## src/rtl/inv_bridge_guard_pkg.sv

```systemverilog
// Shared inverter constants: leg FSM state encoding and default timing limits
// for the H-bridge dead-time / shoot-through guard.
package inv_bridge_guard_pkg;

    typedef enum logic [2:0] {
        ST_OFF  = 3'd0,
        ST_DT_H = 3'd1,
        ST_H_ON = 3'd2,
        ST_DT_L = 3'd3,
        ST_L_ON = 3'd4
    } leg_state_t;

    // 50 cycles = 1 us of dead time at 50 MHz
    localparam int DEAD_CYC_DEF   = 50;
    localparam int MIN_ON_CYC_DEF = 25;
    localparam int ST_LIMIT_DEF   = 10;

endpackage

```

## src/rtl/inv_bridge_guard_leg_deadtime.sv

```systemverilog
// One half-bridge leg: dead-time insertion, minimum on-time hold and
// shoot-through detection with a consecutive-cycle counter.
module leg_deadtime
    import inv_bridge_guard_pkg::*;
#(
    parameter int DEAD_CYC   = DEAD_CYC_DEF,
    parameter int MIN_ON_CYC = MIN_ON_CYC_DEF,
    parameter int ST_LIMIT   = ST_LIMIT_DEF
) (
    input  logic CLK_50M,
    input  logic Rst_n,
    input  logic force_off,
    input  logic st_clr,
    input  logic cmd_h,
    input  logic cmd_l,
    output logic out_h,
    output logic out_l,
    output logic shoot,
    output logic st_hit
);

    localparam logic [7:0] DEAD_LOAD = 8'(DEAD_CYC - 1);
    localparam logic [7:0] ON_LOAD   = 8'(MIN_ON_CYC - 1);
    localparam logic [7:0] ST_THR    = 8'(ST_LIMIT - 1);

    leg_state_t state, state_nxt;
    logic [7:0] cnt, cnt_nxt;
    logic [7:0] st_cnt;
    logic       out_h_nxt, out_l_nxt;

    assign shoot  = cmd_h & cmd_l;
    // Asserted on the cycle whose edge brings the consecutive count up to ST_LIMIT
    assign st_hit = shoot && (st_cnt >= ST_THR);

    always_ff @(posedge CLK_50M) begin
        if (!Rst_n) begin
            state  <= ST_OFF;
            cnt    <= 8'd0;
            out_h  <= 1'b0;
            out_l  <= 1'b0;
            st_cnt <= 8'd0;
        end else begin
            state <= state_nxt;
            cnt   <= cnt_nxt;
            out_h <= out_h_nxt;
            out_l <= out_l_nxt;
            if (st_clr || !shoot)
                st_cnt <= 8'd0;
            else if (st_cnt != 8'hFF)
                st_cnt <= st_cnt + 8'd1;
        end
    end

    always_comb begin
        state_nxt = state;
        cnt_nxt   = cnt;
        if (force_off || shoot) begin
            state_nxt = ST_OFF;
            cnt_nxt   = 8'd0;
        end else begin
            case (state)
                ST_OFF: begin
                    if (cmd_h) begin
                        state_nxt = ST_DT_H;
                        cnt_nxt   = DEAD_LOAD;
                    end else if (cmd_l) begin
                        state_nxt = ST_DT_L;
                        cnt_nxt   = DEAD_LOAD;
                    end
                end
                ST_DT_H: begin
                    if (!cmd_h) begin
                        state_nxt = ST_OFF;
                        cnt_nxt   = 8'd0;
                    end else if (cnt == 8'd0) begin
                        state_nxt = ST_H_ON;
                        cnt_nxt   = ON_LOAD;
                    end else begin
                        cnt_nxt = cnt - 8'd1;
                    end
                end
                ST_H_ON: begin
                    if (cnt != 8'd0)
                        cnt_nxt = cnt - 8'd1;
                    else if (!cmd_h)
                        state_nxt = ST_OFF;
                end
                ST_DT_L: begin
                    if (!cmd_l) begin
                        state_nxt = ST_OFF;
                        cnt_nxt   = 8'd0;
                    end else if (cnt == 8'd0) begin
                        state_nxt = ST_L_ON;
                        cnt_nxt   = ON_LOAD;
                    end else begin
                        cnt_nxt = cnt - 8'd1;
                    end
                end
                ST_L_ON: begin
                    if (cnt != 8'd0)
                        cnt_nxt = cnt - 8'd1;
                    else if (!cmd_l)
                        state_nxt = ST_OFF;
                end
                default: begin
                    state_nxt = ST_OFF;
                    cnt_nxt   = 8'd0;
                end
            endcase
        end
    end

    always_comb begin
        out_h_nxt = (state_nxt == ST_H_ON);
        out_l_nxt = (state_nxt == ST_L_ON);
    end

endmodule

```

## src/rtl/inv_bridge_guard.sv

```systemverilog
// H-bridge gate guard: synchronizes DSP PWM commands, applies per-leg dead time,
// and latches a shoot-through fault that only a quiet Reset_D edge can clear.
module inv_bridge_guard
    import inv_bridge_guard_pkg::*;
#(
    parameter int DEAD_CYC   = DEAD_CYC_DEF,
    parameter int MIN_ON_CYC = MIN_ON_CYC_DEF,
    parameter int ST_LIMIT   = ST_LIMIT_DEF
) (
    input  logic       CLK_50M,
    input  logic       Rst_n,
    input  logic       En,
    input  logic       Reset_D,
    input  logic       PWM_LH_D,
    input  logic       PWM_LL_D,
    input  logic       PWM_RH_D,
    input  logic       PWM_RL_D,
    output logic       PWM_LH_C,
    output logic       PWM_LL_C,
    output logic       PWM_RH_C,
    output logic       PWM_RL_C,
    output logic       Fault,
    output logic [7:0] ShootCnt
);

    logic [4:0] async_in, sync1, sync2;
    logic       rst_d_prev;
    logic       fault;
    logic [7:0] shoot_cnt;
    logic       shoot_l, shoot_r, shoot_l_q, shoot_r_q;
    logic       st_hit_l, st_hit_r;
    logic       force_off, fault_clr, shoot_rise;

    assign async_in = {Reset_D, PWM_RL_D, PWM_RH_D, PWM_LL_D, PWM_LH_D};

    always_ff @(posedge CLK_50M) begin
        if (!Rst_n) begin
            sync1 <= 5'd0;
            sync2 <= 5'd0;
        end else begin
            sync1 <= async_in;
            sync2 <= sync1;
        end
    end

    // A Reset_D edge counts only when every synchronized command is idle
    assign fault_clr  = sync2[4] & ~rst_d_prev & (sync2[3:0] == 4'd0);
    assign force_off  = ~En | fault;
    assign shoot_rise = (shoot_l & ~shoot_l_q) | (shoot_r & ~shoot_r_q);

    always_ff @(posedge CLK_50M) begin
        if (!Rst_n) begin
            rst_d_prev <= 1'b0;
            fault      <= 1'b0;
            shoot_cnt  <= 8'd0;
            shoot_l_q  <= 1'b0;
            shoot_r_q  <= 1'b0;
        end else begin
            rst_d_prev <= sync2[4];
            shoot_l_q  <= shoot_l;
            shoot_r_q  <= shoot_r;
            if (st_hit_l || st_hit_r)
                fault <= 1'b1;
            else if (fault_clr)
                fault <= 1'b0;
            if (fault_clr)
                shoot_cnt <= 8'd0;
            else if (shoot_rise && shoot_cnt != 8'hFF)
                shoot_cnt <= shoot_cnt + 8'd1;
        end
    end

    assign Fault    = fault;
    assign ShootCnt = shoot_cnt;

    leg_deadtime #(
        .DEAD_CYC  (DEAD_CYC),
        .MIN_ON_CYC(MIN_ON_CYC),
        .ST_LIMIT  (ST_LIMIT)
    ) u_leg_left (
        .CLK_50M  (CLK_50M),
        .Rst_n    (Rst_n),
        .force_off(force_off),
        .st_clr   (fault_clr),
        .cmd_h    (sync2[0]),
        .cmd_l    (sync2[1]),
        .out_h    (PWM_LH_C),
        .out_l    (PWM_LL_C),
        .shoot    (shoot_l),
        .st_hit   (st_hit_l)
    );

    leg_deadtime #(
        .DEAD_CYC  (DEAD_CYC),
        .MIN_ON_CYC(MIN_ON_CYC),
        .ST_LIMIT  (ST_LIMIT)
    ) u_leg_right (
        .CLK_50M  (CLK_50M),
        .Rst_n    (Rst_n),
        .force_off(force_off),
        .st_clr   (fault_clr),
        .cmd_h    (sync2[2]),
        .cmd_l    (sync2[3]),
        .out_h    (PWM_RH_C),
        .out_l    (PWM_RL_C),
        .shoot    (shoot_r),
        .st_hit   (st_hit_r)
    );

endmodule

```

## config.mk

```make
export PLATFORM = sky130hd
export DESIGN_NAME = inv_bridge_guard
export DESIGN_NICKNAME = d
export VERILOG_FILES = /design/src/rtl/inv_bridge_guard_pkg.sv /design/src/rtl/inv_bridge_guard_leg_deadtime.sv /design/src/rtl/inv_bridge_guard.sv
export SDC_FILE = /design/constraint.sdc
export NUM_CORES = 1
export LEC_CHECK = 0
export BUFFER_PORTS_ARGS = -buffer_cell sky130_fd_sc_hd__buf_2
export CAP_MARGIN = 0
export CORE_UTILIZATION = 55
export CTS_BUF_LIST = sky130_fd_sc_hd__clkbuf_8
export DETAILED_ROUTE_END_ITERATION = 10
export GPL_TIMING_DRIVEN = 1
export PLACE_DENSITY = 0.81
export RECOVER_POWER = 25
export SETUP_SLACK_MARGIN = 0.02
export SYNTH_ARGS = -nofsm -noshare
export SYNTH_HDL_FRONTEND = slang
export SYNTH_HIERARCHICAL = 1
export SYNTH_SLANG_ARGS = --single-unit
```

## constraint.sdc

```tcl
create_clock -name CLK_50M -period 1.8 [get_ports CLK_50M]
set_clock_uncertainty 0.15 [all_clocks]
set_input_delay 0 -clock CLK_50M [delete_from_list [all_inputs] [get_ports CLK_50M]]
set_output_delay 0 -clock CLK_50M [all_outputs]
set_load 0.01 [all_outputs]
```

Word-level counts from Yosys, hierarchy flattened

Cells that the tools add are included.

Bits in registers: 64
Output and inout bits: 13

Reductions and logical operators: 27
Bitwise gates (word level): 13
Add/sub/neg operators: 5
Mux-type cells: 40
Magnitude comparators: 2
Eq/ne operators: 19

Operator list:

| operator              | number |
|---|---|
| $mux W8               | 12 |
| $mux W3               | 22 |
| $pmux W8 S4           | 2 |
| $pmux W3 S5           | 2 |
| $add A8 B1 Y8 const B | 3 |
| $ne A8 B8 Y1 const B  | 3 |
| $eq A3 B2 Y1 const B  | 6 |
| $ge A8 B4 Y1 const B  | 2 |
| $logic_not A8 Y1      | 2 |
| $reduce_bool A8 Y1    | 2 |
| $sub A8 B1 Y8 const B | 2 |
| $reduce_or A2 Y1      | 7 |
| $eq A3 B3 Y1 const B  | 4 |
| $and A1 B1 Y1         | 6 |
| $eq A3 B1 Y1 const B  | 2 |
| $logic_not A3 Y1      | 2 |
| $ne A3 B3 Y1 const B  | 2 |
| $logic_or A1 B1 Y1    | 5 |
| $not A1 Y1            | 5 |
| $logic_not A4 Y1      | 1 |
| $ne A2 B1 Y1 const B  | 2 |
| $reduce_and A2 Y1     | 2 |
| $logic_and A1 B1 Y1   | 3 |
| $logic_not A1 Y1      | 2 |
| 3 further kinds       | 5 |

Logic depth before layout (Yosys ltp)

Depth in word-level cells: 6
Depth in mapped cells: 7
Gate-level depth less buffers: 7

By module

The synthesis kept the hierarchy.

By module, submodules not included:

| module                      | cells each | times used | area an instance (µm²) | seq. area each (µm²) |
|---|---|---|---|---|
| leg_deadtime at u_leg_left  | 160        | 1          | 1276.2                 | 420.4 |
| leg_deadtime at u_leg_right | 152        | 1          | 1276.2                 | 420.4 |
| inv_bridge_guard            | 77         | 1          | 805.8                  | 440.4 |

Worst setup path after synthesis

No wires, ideal clock.

Path kind: reg-to-reg
Start: register u_leg_left.cnt[0]
End: register u_leg_left.cnt[6]
Slack: -0.154 ns
Stages on the path, launching flop included: 7
Setup time: 0.130 ns
Buffers on the path: 0
Data arrival time: 1.673 ns
Cell sequence: dfxtp_1 inv_1 ha_1 or4b_1 nor4_4 or4_1 a21oi_1

Longest elaborated chain between the ends: 4
Elaborated cells on any way between the ends: 10
Those cells by class: add/sub (1); eq/ne (1); mux (5); reduce/logical (3)

Ends and longest elaborated chain:

| element                                           | RTL line                                                                 | RTL |
|---|---|---|
| start: declaration                                | inv_bridge_guard_leg_deadtime.sv:27                                      | `logic [7:0] cnt, cnt_nxt;` |
| start signal: assignment                          | inv_bridge_guard_leg_deadtime.sv:44                                      | `cnt <= cnt_nxt;` |
| $sub A8 B1 Y8 or $logic_not A8 Y1 (tied branches) | n/a                                                                      |  |
| $mux W8                                           | inv_bridge_guard_leg_deadtime.sv:75, inv_bridge_guard_leg_deadtime.sv:92 |  |
| $mux W8, on equally long branches                 | inv_bridge_guard_leg_deadtime.sv:89, inv_bridge_guard_leg_deadtime.sv:72 |  |
| $pmux W8 S4                                       | inv_bridge_guard_leg_deadtime.sv:61                                      | `case (state)` |

Several ways; a longest one is shown, not always the timed one. The select of a mux whose other input is x is not followed.
A chain may end at the register's enable or synchronous reset.

Final worst setup path

Start: register u_leg_left.cnt[1]
End: register u_leg_left.cnt[6]

Same word-level chain as after synthesis.

==> metrics <==
outcome finished, violations left; failing checks setup timing; Synth cell types 59; Placed Cells 523; core area 0.00592 sq mm; Iteration-0 DRC Markers 424; Sequential Power Share 0.469; Setup crit start u_leg_left/cnt[1]; largest net degree at the start of global routing 21; CTS max path bufs 2; CTS buffer count 9; Psw 800 uW; Worst IR Drop VDD 0.000539 V; reg2reg start u_leg_left/cnt[1]; clk root buf clkbuf_8; slew at the pin closest to its max-slew limit 0.449 ns; max_cap viols 0; post-route cell area 0.00445 sq mm; Yosys Warn Count 6; PnR Total Power 3.13 mW; Vias/cell 6.11; post-synthesis instance total 389; Final Hold Viols 0; Routed Antenna Nets 0; most common cell after layout, fill and taps aside buf_4; Register-to-Register Setup Slack -0.17 ns; min-delay src En; Rel. slew slack 0.697; internal power 2.33 mW; Final Max Slew Viols 0; Clock Power Share 0.386; RSZ-0062 raised after global routing true; Layout Utilization 0.752; gr ovfl total 0; Yosys reg bits 64; fin crit period 1.97 ns; Final Non-Filler Cells 558; # diodes 0; async set-or-reset flop fraction in the synthesized netlist 0; Syn-to-layout area delta 32.6%; HP Class primary input to flip-flop; WL/cell 15.8 microns; FF-to-FF path depth 7; TritonCTS Sinks 64; WS Path Type flip-flop to flip-flop; IO Count 21; Die H 80.1 microns; CTS tree done; Comb pwr share 0.145; fmax 508 MHz; first drt pass iteration count 5; Pwr Density 702 mW/mm^2; nets 498; clock latency on the worst-skew pair 0.34 ns; Multi-input gate area 0.00216 sq mm; Mean Syn Cell Area 8.63 sq um; Starting Density 0.567; syn nets 408; global-route wire length before repair 13,700 microns; number of flops mapped to enable cells by yosys 0; die width 80.1 microns; drt total wl 8830 microns; vias in the first global route 3,102; number of fill cells 399; FF+latch area 0.00129 sq mm; worst slack, placed -0.143 ns; vias 3,408; Placement Cell Area 0.00393 sq mm; FP Rows 28; # setup viols final 18; DRC Markers 0; Setup crit end kind flip-flop; layout cell share with drive strength beyond 1 0.298; initial antenna violation count 0; part of the cycle the worst path needs 1.09; number of H-tree levels 3; P_leak 1.74 nW; post-route setup slack -0.169 ns; reg2reg end u_leg_left/cnt[6]; synthesized cell area 0.00336 sq mm; commonest cells after routing, fill and taps aside 56 x buf_4, 55 x dfxtp_1, 31 x nor2_1, 24 x nand2_1, 23 x a21oi_1; PortBufs 20; die footprint 0.00642 sq mm; GPL Wtd Cong 0.915; Critical Path Source Type flip-flop; GRT Util Overall 0.275; Clk pin slew, worst setup/hold paths 0.07 ns; worst hold stages 4; post-synthesis sequential area ratio 0.382; worst-path fanout max 10; Critical Path RT 1.90 ns; Worst Hold Path EP u_leg_right/state[0]; dominant synthesized flop cell dfxtp_1; Crit path arrival time 2.07 ns; Sw Share 0.256; HPWL after detailed placement 5540 microns
[stage by stage]
stage / TNS [ns] / hold WS [ns]
2_1_floorplan: -0.541 / -0.0283
3_3_place_gp: -0.395 / 0.0555
3_5_place_dp: -0.810 / 0.0601
4_1_cts: -0.729 / 0.0163
5_1_grt: -2.66 / 0.0429
6_report: -1.14 / 0.0346
[synthesized netlist by cell type, types with 4 or more instances]
cell type | number | area [sq um]
nand2_1 | 25 | 93.8
a21oi_1 | 24 | 120
nand3_1 | 9 | 45.0
nor3b_1 | 7 | 52.6
xnor2_1 | 7 | 61.3
nand4_1 | 6 | 37.5
nor2b_1 | 8 | 50.1
nand2b_1 | 8 | 50.1
or4_1 | 4 | 30.0
o21ai_0 | 14 | 70.1
o211ai_1 | 9 | 67.6
nor3_1 | 13 | 65.1
clkbuf_1 | 7 | 26.3
and3_1 | 5 | 31.3
dfxtp_1 | 64 | 1280
nand3b_1 | 4 | 30.0
a211oi_1 | 6 | 45.0
nor4_1 | 6 | 37.5
or3_1 | 7 | 43.8
o31ai_1 | 9 | 67.6
o2111ai_1 | 4 | 35.0
nor4b_1 | 4 | 35.0
nor2_1 | 34 | 128
ha_1 | 11 | 138
xor2_1 | 7 | 61.3
and2_1 | 14 | 87.6
a31oi_1 | 5 | 31.3
inv_1 | 15 | 56.3
nand4b_1 | 4 | 35.0
[power by group through the flow]
stage / Sequential [mW] / Combinational (mW) / Clock [mW]
6_report: 1.47 / 0.455 / 1.21
2_1_floorplan: 1.50 / 0.227 / 0
4_1_cts: 1.46 / 0.412 / 1.21
5_1_grt: 1.47 / 0.487 / 1.27
3_3_place_gp: 1.49 / 0.360 / 0
3_5_place_dp: 1.50 / 0.368 / 0
[flip-flops by register name, summed over array words and instances, names as in the netlist, 3 cells and up]
register and cells:
u_leg_right/state 3, u_leg_left/cnt 8, sync1 5, u_leg_left/st_cnt 8, u_leg_right/cnt 8, u_leg_right/st_cnt 8, u_leg_left/state 3, ShootCnt 8
sync2 5
[area by class of cell]
class,instances,area share
clock buffers,10,0.0309
flip-flops and latches,64,0.291
inverters,15,0.0126
well taps,75,0.0211
multi-input cells,299,0.484
clock inverters,5,0.0112
repair buffers,90,0.149
[worst max-delay path by stage]
stage	end	slack, ns	depth (start not counted)
finish	u_leg_left/cnt[6]	-0.17	7
global route	u_leg_left/cnt[6]	-0.22	7
CTS	u_leg_left/cnt[7]	-0.09	7
detailed placement	u_leg_left/cnt[4]	-0.14	6
global placement	u_leg_left/out_h	-0.07	7
floorplan	u_leg_left/cnt[6]	-0.12	5
[layer usage]
metal,vias up,part of all wire,GRT usage
met4,0,0.023,0.107
met2,144,0.50,0.488
met1,1609,0.42,0.327
li1,1630,-,-
met5,-,0,0
met3,25,0.055,0.0489
[logic make-up after synthesis]
kind of cell | after synthesis | synth area share
AOI/OAI and AO/OA | 92 | 0.182
xor gates and xnor gates | 14 | 0.0365
adders and majority gates | 11 | 0.0410
buffers and inverters | 26 | 0.0324
DFF | 64 | 0.382
muxes | 3 | 0.00931
and+or+nand+nor | 179 | 0.317
[timing repair]
item                       in CTS  in global routing
hold buffers                   11                  0
hold endpoints to repair       15                  0
gates resized for setup        18                 25
setup endpoints to repair      28                 40
cloned                          0                  0
buffers inserted                8                  2
pin swaps                      11                 10
[critical path, cell delays in order (launching register included)]
cell and delay, ns:
dfxtp_2 0.32, inv_2 0.07, ha_4 0.12, or4b_4 0.50, nor4_4 0.29, buf_6 0.18
o31ai_1 0.09, a21oi_1 0.16
No activity file was read; power rests on OpenSTA's default activity.
